==> src/rtl/stream_in.sv <==
// Collects TOTAL_ELEM serial elements into one bus vector; bus_valid_o rises one cycle after the last element.
// Upstream cannot be stalled: one full vector is buffered while the output waits, further input is dropped and flagged.
module stream_in #(
    parameter int DATA_WIDTH = 16,
    parameter int TOTAL_ELEM = 10,
    parameter int CNT_WIDTH  = $clog2(TOTAL_ELEM + 1)
) (
    input  logic                                   clk_i,
    input  logic                                   rst_i,
    input  logic [DATA_WIDTH-1:0]                  stream_data_i,
    input  logic                                   stream_valid_i,
    input  logic                                   stream_clr_i,
    output logic [TOTAL_ELEM-1:0][DATA_WIDTH-1:0]  bus_data_o,
    output logic                                   bus_valid_o,
    input  logic                                   bus_ready_i,
    output logic [CNT_WIDTH-1:0]                   elem_count_o,
    output logic                                   overflow_o
);

    localparam int IDX_W = $clog2(TOTAL_ELEM);
    localparam logic [CNT_WIDTH-1:0] LAST_CNT = CNT_WIDTH'(TOTAL_ELEM - 1);
    localparam logic [CNT_WIDTH-1:0] FULL_CNT = CNT_WIDTH'(TOTAL_ELEM);

    typedef enum logic {FILL, HOLD} state_t;

    state_t                                state_q;
    logic [TOTAL_ELEM-1:0][DATA_WIDTH-1:0] fill_q;
    logic [TOTAL_ELEM-1:0][DATA_WIDTH-1:0] load_vec;
    logic [IDX_W-1:0]                      wr_idx;
    logic                                  slot_free;

    assign slot_free = !bus_valid_o || bus_ready_i;
    assign wr_idx    = elem_count_o[IDX_W-1:0];

    // Completing element bypasses the fill buffer straight into the last lane.
    always_comb begin
        load_vec                 = fill_q;
        load_vec[TOTAL_ELEM-1]   = stream_data_i;
    end

    always_ff @(posedge clk_i) begin
        if (rst_i || stream_clr_i) begin
            state_q      <= FILL;
            elem_count_o <= '0;
            bus_valid_o  <= 1'b0;
            bus_data_o   <= '0;
            overflow_o   <= 1'b0;
        end else begin
            if (bus_valid_o && bus_ready_i) begin
                bus_valid_o <= 1'b0;
            end
            case (state_q)
                FILL: begin
                    if (stream_valid_i) begin
                        if (elem_count_o == LAST_CNT) begin
                            if (slot_free) begin
                                bus_data_o   <= load_vec;
                                bus_valid_o  <= 1'b1;
                                elem_count_o <= '0;
                            end else begin
                                fill_q[wr_idx] <= stream_data_i;
                                elem_count_o   <= FULL_CNT;
                                state_q        <= HOLD;
                            end
                        end else begin
                            fill_q[wr_idx] <= stream_data_i;
                            elem_count_o   <= elem_count_o + CNT_WIDTH'(1);
                        end
                    end
                end
                HOLD: begin
                    if (slot_free) begin
                        bus_data_o  <= fill_q;
                        bus_valid_o <= 1'b1;
                        state_q     <= FILL;
                        if (stream_valid_i) begin
                            fill_q[0]    <= stream_data_i;
                            elem_count_o <= CNT_WIDTH'(1);
                        end else begin
                            elem_count_o <= '0;
                        end
                    end else if (stream_valid_i) begin
                        overflow_o <= 1'b1;
                    end
                end
                default: state_q <= FILL;
            endcase
        end
    end

endmodule

==> config.mk <==
export PLATFORM = sky130hd
export DESIGN_NAME = stream_in
export DESIGN_NICKNAME = d
export VERILOG_FILES = /design/src/rtl/stream_in.sv
export SDC_FILE = /design/constraint.sdc
export NUM_CORES = 1
export LEC_CHECK = 0
export BUFFER_PORTS_ARGS = -buffer_cell sky130_fd_sc_hd__buf_2
export CAP_MARGIN = 10
export CORE_ASPECT_RATIO = 1.5
export CORE_UTILIZATION = 35
export DETAILED_ROUTE_END_ITERATION = 8
export GPL_ROUTABILITY_DRIVEN = 0
export GPL_TIMING_DRIVEN = 0
export PLACE_DENSITY_LB_ADDON = 0.15
export SETUP_SLACK_MARGIN = 0.05
export SYNTH_ARGS = -nofsm -noshare
export SYNTH_HDL_FRONTEND = slang
export SYNTH_SLANG_ARGS = --single-unit
export TNS_END_PERCENT = 100
==> constraint.sdc <==
create_clock -name clk_i -period 6.9 [get_ports clk_i]
set_clock_uncertainty 0.1 [all_clocks]
set_input_delay 0.345 -clock clk_i [delete_from_list [all_inputs] [get_ports clk_i]]
set_output_delay 0.345 -clock clk_i [all_outputs]
set_load 0.005 [all_outputs]
# Word level (Yosys, flattened, before mapping)
# Index checks and enable logic that the tools add are counted.
word_totals:
  output_inout_bits: 166
  wordCells: 77
  register_bits: 327
  inputBits: 21
classes:
  n_addsub: 1
  n_reduce_logical: 10
  bitwise: 3
  eq_ne: 8
  muxes: 29
  order_cmp: 2
op_table:
  columns: ["operator", "count"]
  rows:
  - ["160-bit 2-to-1 mux", 6]
  - ["160-bit one-hot mux with 2 select lines", 1]
  - ["160-bit bitwise mux", 1]
  - ["16-bit demux with 4-bit select", 1]
  - ["16-bit 2-to-1 mux", 4]
  - ["16-bit one-hot mux with 2 select lines", 1]
  - ["4-bit 2-to-1 mux", 4]
  - ["2-bit inequality test, second input constant", 5]
  - ["1-bit 2-to-1 mux", 8]
  - ["4-bit one-hot mux with 2 select lines", 1]
  - ["4-bit AND reduction", 2]
  - ["4-bit by 5-bit less-than comparator with 1-bit output, second input constant", 1]
  - ["5-bit AND reduction", 1]
  - ["4-bit by 1-bit adder with 4-bit output, second input constant", 1]
  - ["4-bit == test, second input constant", 1]
  - ["4-bit by 1-bit >= comparator with 1-bit output, second input constant", 1]
  - ["1-bit one-hot mux with 2 select lines", 2]
  - ["3-bit inequality test, second input constant", 1]
  - ["1-bit inverter", 3]
  - ["3-bit AND reduction", 1]
  - ["1-bit logical AND", 2]
  - ["1-bit logical OR", 2]
  - ["2-bit by 1-bit inequality test with 1-bit output, second input constant", 1]
  - ["2-bit AND reduction", 1]
  - ["1-bit logical NOT", 1]

# Logic depth before layout (Yosys ltp)
logic_depth:
  ltp_word: 9
  depth_mapped: 9
  ltp_nobuf: 5

# Least setup slack after synthesis
# Ideal clock, no wire load.
synth_timing:
  kind: "in2reg"
  startpoint: "input stream_clr_i"
  endpoint: "register fill_q[0] (netlist name) (enable)"
  t_required_ps: 6391
  arrival_time_ps: 2212
  path_stages: 4
  slack_ps: 4178
  setup_time_ps: 409
  n_path_buf: 1
  cell_sequence: "nor2_1 clkbuf_1 nand2_1 nor3_1"
synth_via:
  elab_chain_cells: 3
synth_lines:
  columns: ["element", "line_no", "source"]
  rows:
  - ["start, declared", "12", "input logic stream_clr_i,"]
  - ["1-bit logical OR", "42", "if (rst_i || stream_clr_i) begin"]
  - ["1-bit inverter (no line)", null, null]
  - ["5-bit AND reduction (no line)", null, null]
  - ["end signal, assigned by index", "61", "fill_q[wr_idx] <= stream_data_i;"]
  - ["end signal, assigned by index", "66", "fill_q[wr_idx] <= stream_data_i;"]
  - ["end, declared", "27", "logic [TOTAL_ELEM-1:0][DATA_WIDTH-1:0] fill_q;"]
# No other way between the ends.
# A chain may end at the register's enable or synchronous reset.

# Worst setup path in the final report
layout_timing:
  startpoint: "register state_q"
  endpoint: "register fill_q[71] (netlist name) (enable)"
layout_via:
  elab_chain_cells: 2
layout_lines:
  columns: ["element", "line_no", "source"]
  rows:
  - ["start, declared", "26", "state_t state_q;"]
  - ["start signal, assigned", "43", "state_q <= FILL;"]
  - ["start signal, assigned", "63", "state_q <= HOLD;"]
  - ["start signal, assigned", "75", "state_q <= FILL;"]
  - ["1-bit inverter (no line)", null, null]
  - ["4-bit AND reduction (no line)", null, null]
# No other way between the ends.

==> results_dict.tcl <==
set metrics [dict create \
    p_clk_frac 0.458 \
    grt-ovfl-total 0 \
    ys_seq_elements 327 \
    avgSynthCellArea_sq_um 12.7 \
    p_leak_nw 5.54 \
    synth_most_common_cell "nand2_1" \
    max_freq_mhz 354 \
    regToRegSetupSlack_ps 4070 \
    pin_count 187 \
    ir_drop_mv 0.130 \
    synth_cells 940 \
    clkLatencyLatePin_ps 510 \
    yosys.area.top_type "edfxtp_1" \
    layout.nets 1189 \
    p_sw_mw 0.826 \
    synthesis.area_sq_um 11900 \
    cts-hold-fix-buffers 0 \
    clock-sinks 327 \
    post_cts.repair.setup_buffers 0 \
    r2r-end "fill_q[71]" \
    maxSlewHeadroom 0.341 \
    drt_iter0_markers 417 \
    placed_area_sq_um 13400 \
    yosysWarnings 0 \
    rsz0062_at_grt "false" \
    antenna_found_initial 2 \
    avgViaCountPerCell 4.75 \
    ys_types 36 \
    area_growth_pct 21.8 \
    grt_pass1_vias 7443 \
    ys_top_cells_by_count "291 x nand2_1, 167 x dfxtp_1, 160 x edfxtp_1, 160 x mux2i_1, 41 x clkbuf_1" \
    final_layout_size_suffix_gt1_frac 0.219 \
    ys_seq_area_frac 0.685 \
    drv_cap 0 \
    tritoncts "done" \
    dr.pass1.iters 8 \
    die-area_sq_um 34800 \
    cp-start-kind "flop" \
    min_period_ps 2830 \
    outcome "finished with violations" \
    routed_wl_microns 31300 \
    p_int_mw 3.14 \
    crit_start "state_q" \
    power_density_nw_per_um2 273 \
    diodes 0 \
    yosys-top-cells-area "edfxtp_1 40%, dfxtp_1 28%, mux2i_1 13%" \
    core_sq_um 33400 \
    setup_tns_ps 0 \
    grt_pass1_wl_microns 45600 \
    cp.arrival_ps 2860 \
    synth_edf_count 160 \
    end_kind "flop" \
    tightest_slew_ps 989 \
    swShare 0.208 \
    synth_top_area_share 0.404 \
    io_buffers 186 \
    path_clk_slew_ps 60 \
    ys.flop_type "dfxtp_1" \
    cts_made_buffers 34 \
    async_flop_share 0 \
    cts_resized 0 \
    drv_slew 0 \
    post-route-period-util 0.409 \
    seqPwrFrac 0.515 \
    die_w_microns 153 \
    die_y_microns 228 \
    n_fill_cell 3185 \
    routed-via-count 7637 \
    cts.htree.levels 2 \
    crit_end "fill_q[71]" \
    syn_nets 965 \
    grt_usage 0.178 \
    rows 82 \
    setup_viol 0 \
    start_util 0.356 \
    cts.path.max_buffers 3 \
    drc_errors 13 \
    pwr-share-comb 0.027 \
    stdcell_area_sq_um 14500 \
    root_buffer "clkbuf_16" \
    rr_startpoint "state_q" \
    hold_path.class "primary input to flop" \
    grt_max_degree 17 \
    hold_viol_final 0 \
    cp_data_required_time_ps 6930 \
    ant_nets 0 \
    criticalPathCategory "flop to flop" \
    reg2reg_depth 4 \
    violations "design-rule violations" \
    wl_per_cell_microns 19.4 \
    hpwlAfterDp_microns 20700 \
    crit_fanout 16 \
]
-- critical path, cell delays in order (launching register included) --
cell	delay (ps)
dfxtp_1	290
clkbuf_1	160
or4b_1	650
nor3b_1	390
and2_1	840
-- power groups by stage --
stage,sequential (mW),clock (mW),combinational (mW)
floorplan,2.08,0,0.0465
global placement,2.08,0,0.109
detailed placement,2.08,0,0.111
CTS,2.04,1.86,0.111
global route,2.04,1.93,0.117
finish,2.04,1.81,0.108
-- worst min path at each step --
stage | from | endpoint | slack [ps] | cells past startpoint
after floorplan | stream_data_i[4] | fill_q[100] | 340 | 0
after detailed placement | bus_data_o[140] | bus_data_o[140] | 340 | 2
after global routing | stream_valid_i | overflow_o | 90 | 3
after CTS | stream_valid_i | overflow_o | 50 | 3
final | stream_valid_i | overflow_o | 70 | 3
after global placement | bus_data_o[65] | bus_data_o[65] | 340 | 2
-- state kept, by name (all words and copies together) (netlist names) --
name	flops
state_q	1
fill_q	160
overflow_o	1
bus_data_o	160
elem_count_o	4
bus_valid_o	1
-- metrics by stage --
step                      power, mW  std cells  utilization  worst slack (ps)  hold WS (ps)
after floorplan                2.13        940            -              4180           344
after global placement         2.19       1546        0.399              2610           341
after detailed placement       2.19       1548        0.400              3890           345
after CTS                      4.02       1609        0.433              4020          48.6
after global routing           4.08       1609        0.433              3900          85.7
final                          3.96       1609        0.433              4070          73.3
-- layout by cell type (no fill, tap or decap), types with 2 or more instances in the layout --
| master | synthesis | final |
|---|---|---|
| bufinv_16 | 0 | 2 |
| nor3_2 | 0 | 2 |
| a21oi_1 | 5 | 5 |
| ha_1 | 4 | 4 |
| nor2_1 | 8 | 8 |
| inv_1 | 2 | 2 |
| and2_1 | 4 | 4 |
| dfxtp_1 | 167 | 167 |
| mux2i_1 | 160 | 160 |
| clkinv_2 | 0 | 4 |
| nor3b_1 | 2 | 2 |
| o211a_1 | 16 | 16 |
| clkbuf_16 | 0 | 36 |
| clkbuf_1 | 41 | 52 |
| clkbuf_8 | 0 | 4 |
| o21ai_0 | 2 | 2 |
| and3_1 | 3 | 3 |
| clkinv_1 | 0 | 2 |
| buf_6 | 11 | 13 |
| o211ai_1 | 17 | 17 |
| edfxtp_1 | 160 | 160 |
| and4b_1 | 2 | 2 |
| nor2b_1 | 17 | 17 |
| buf_2 | 9 | 195 |
| nand2_1 | 291 | 291 |
-- kinds of logic after synthesis --
kind of cell    count (synthesis)  share of synthesized area
buf+inv                        64                     0.0281
flops                         327                      0.685
mux                           161                      0.136
compound gates                 46                     0.0313
simple gates                  338                      0.116
fa+ha+maj                       4                    0.00421
-- per-layer routing --
metal  up-vias  global-route usage  wire length (microns)
li1       3701                   -                      -
met3        60              0.0388                   1750
met2       226               0.312                  15600
met5         -                   0                     24
met1      3646               0.208                  12700
met4         4              0.0770                   1150
-- area by class of cell --
class | instances | area [sq um] | share of cell area
clock buffers | 51 | 997 | 0.0688
well taps | 420 | 526 | 0.0363
repair buffers | 188 | 953 | 0.0658
multi-input cells | 549 | 3430 | 0.237
flip-flops and latches | 327 | 8150 | 0.562
clock inverters | 10 | 104 | 0.00717
plain buffers | 62 | 327 | 0.0225
inverters | 2 | 7.51 | 0.000518
Note: power is estimated with default switching activity, not from simulation.
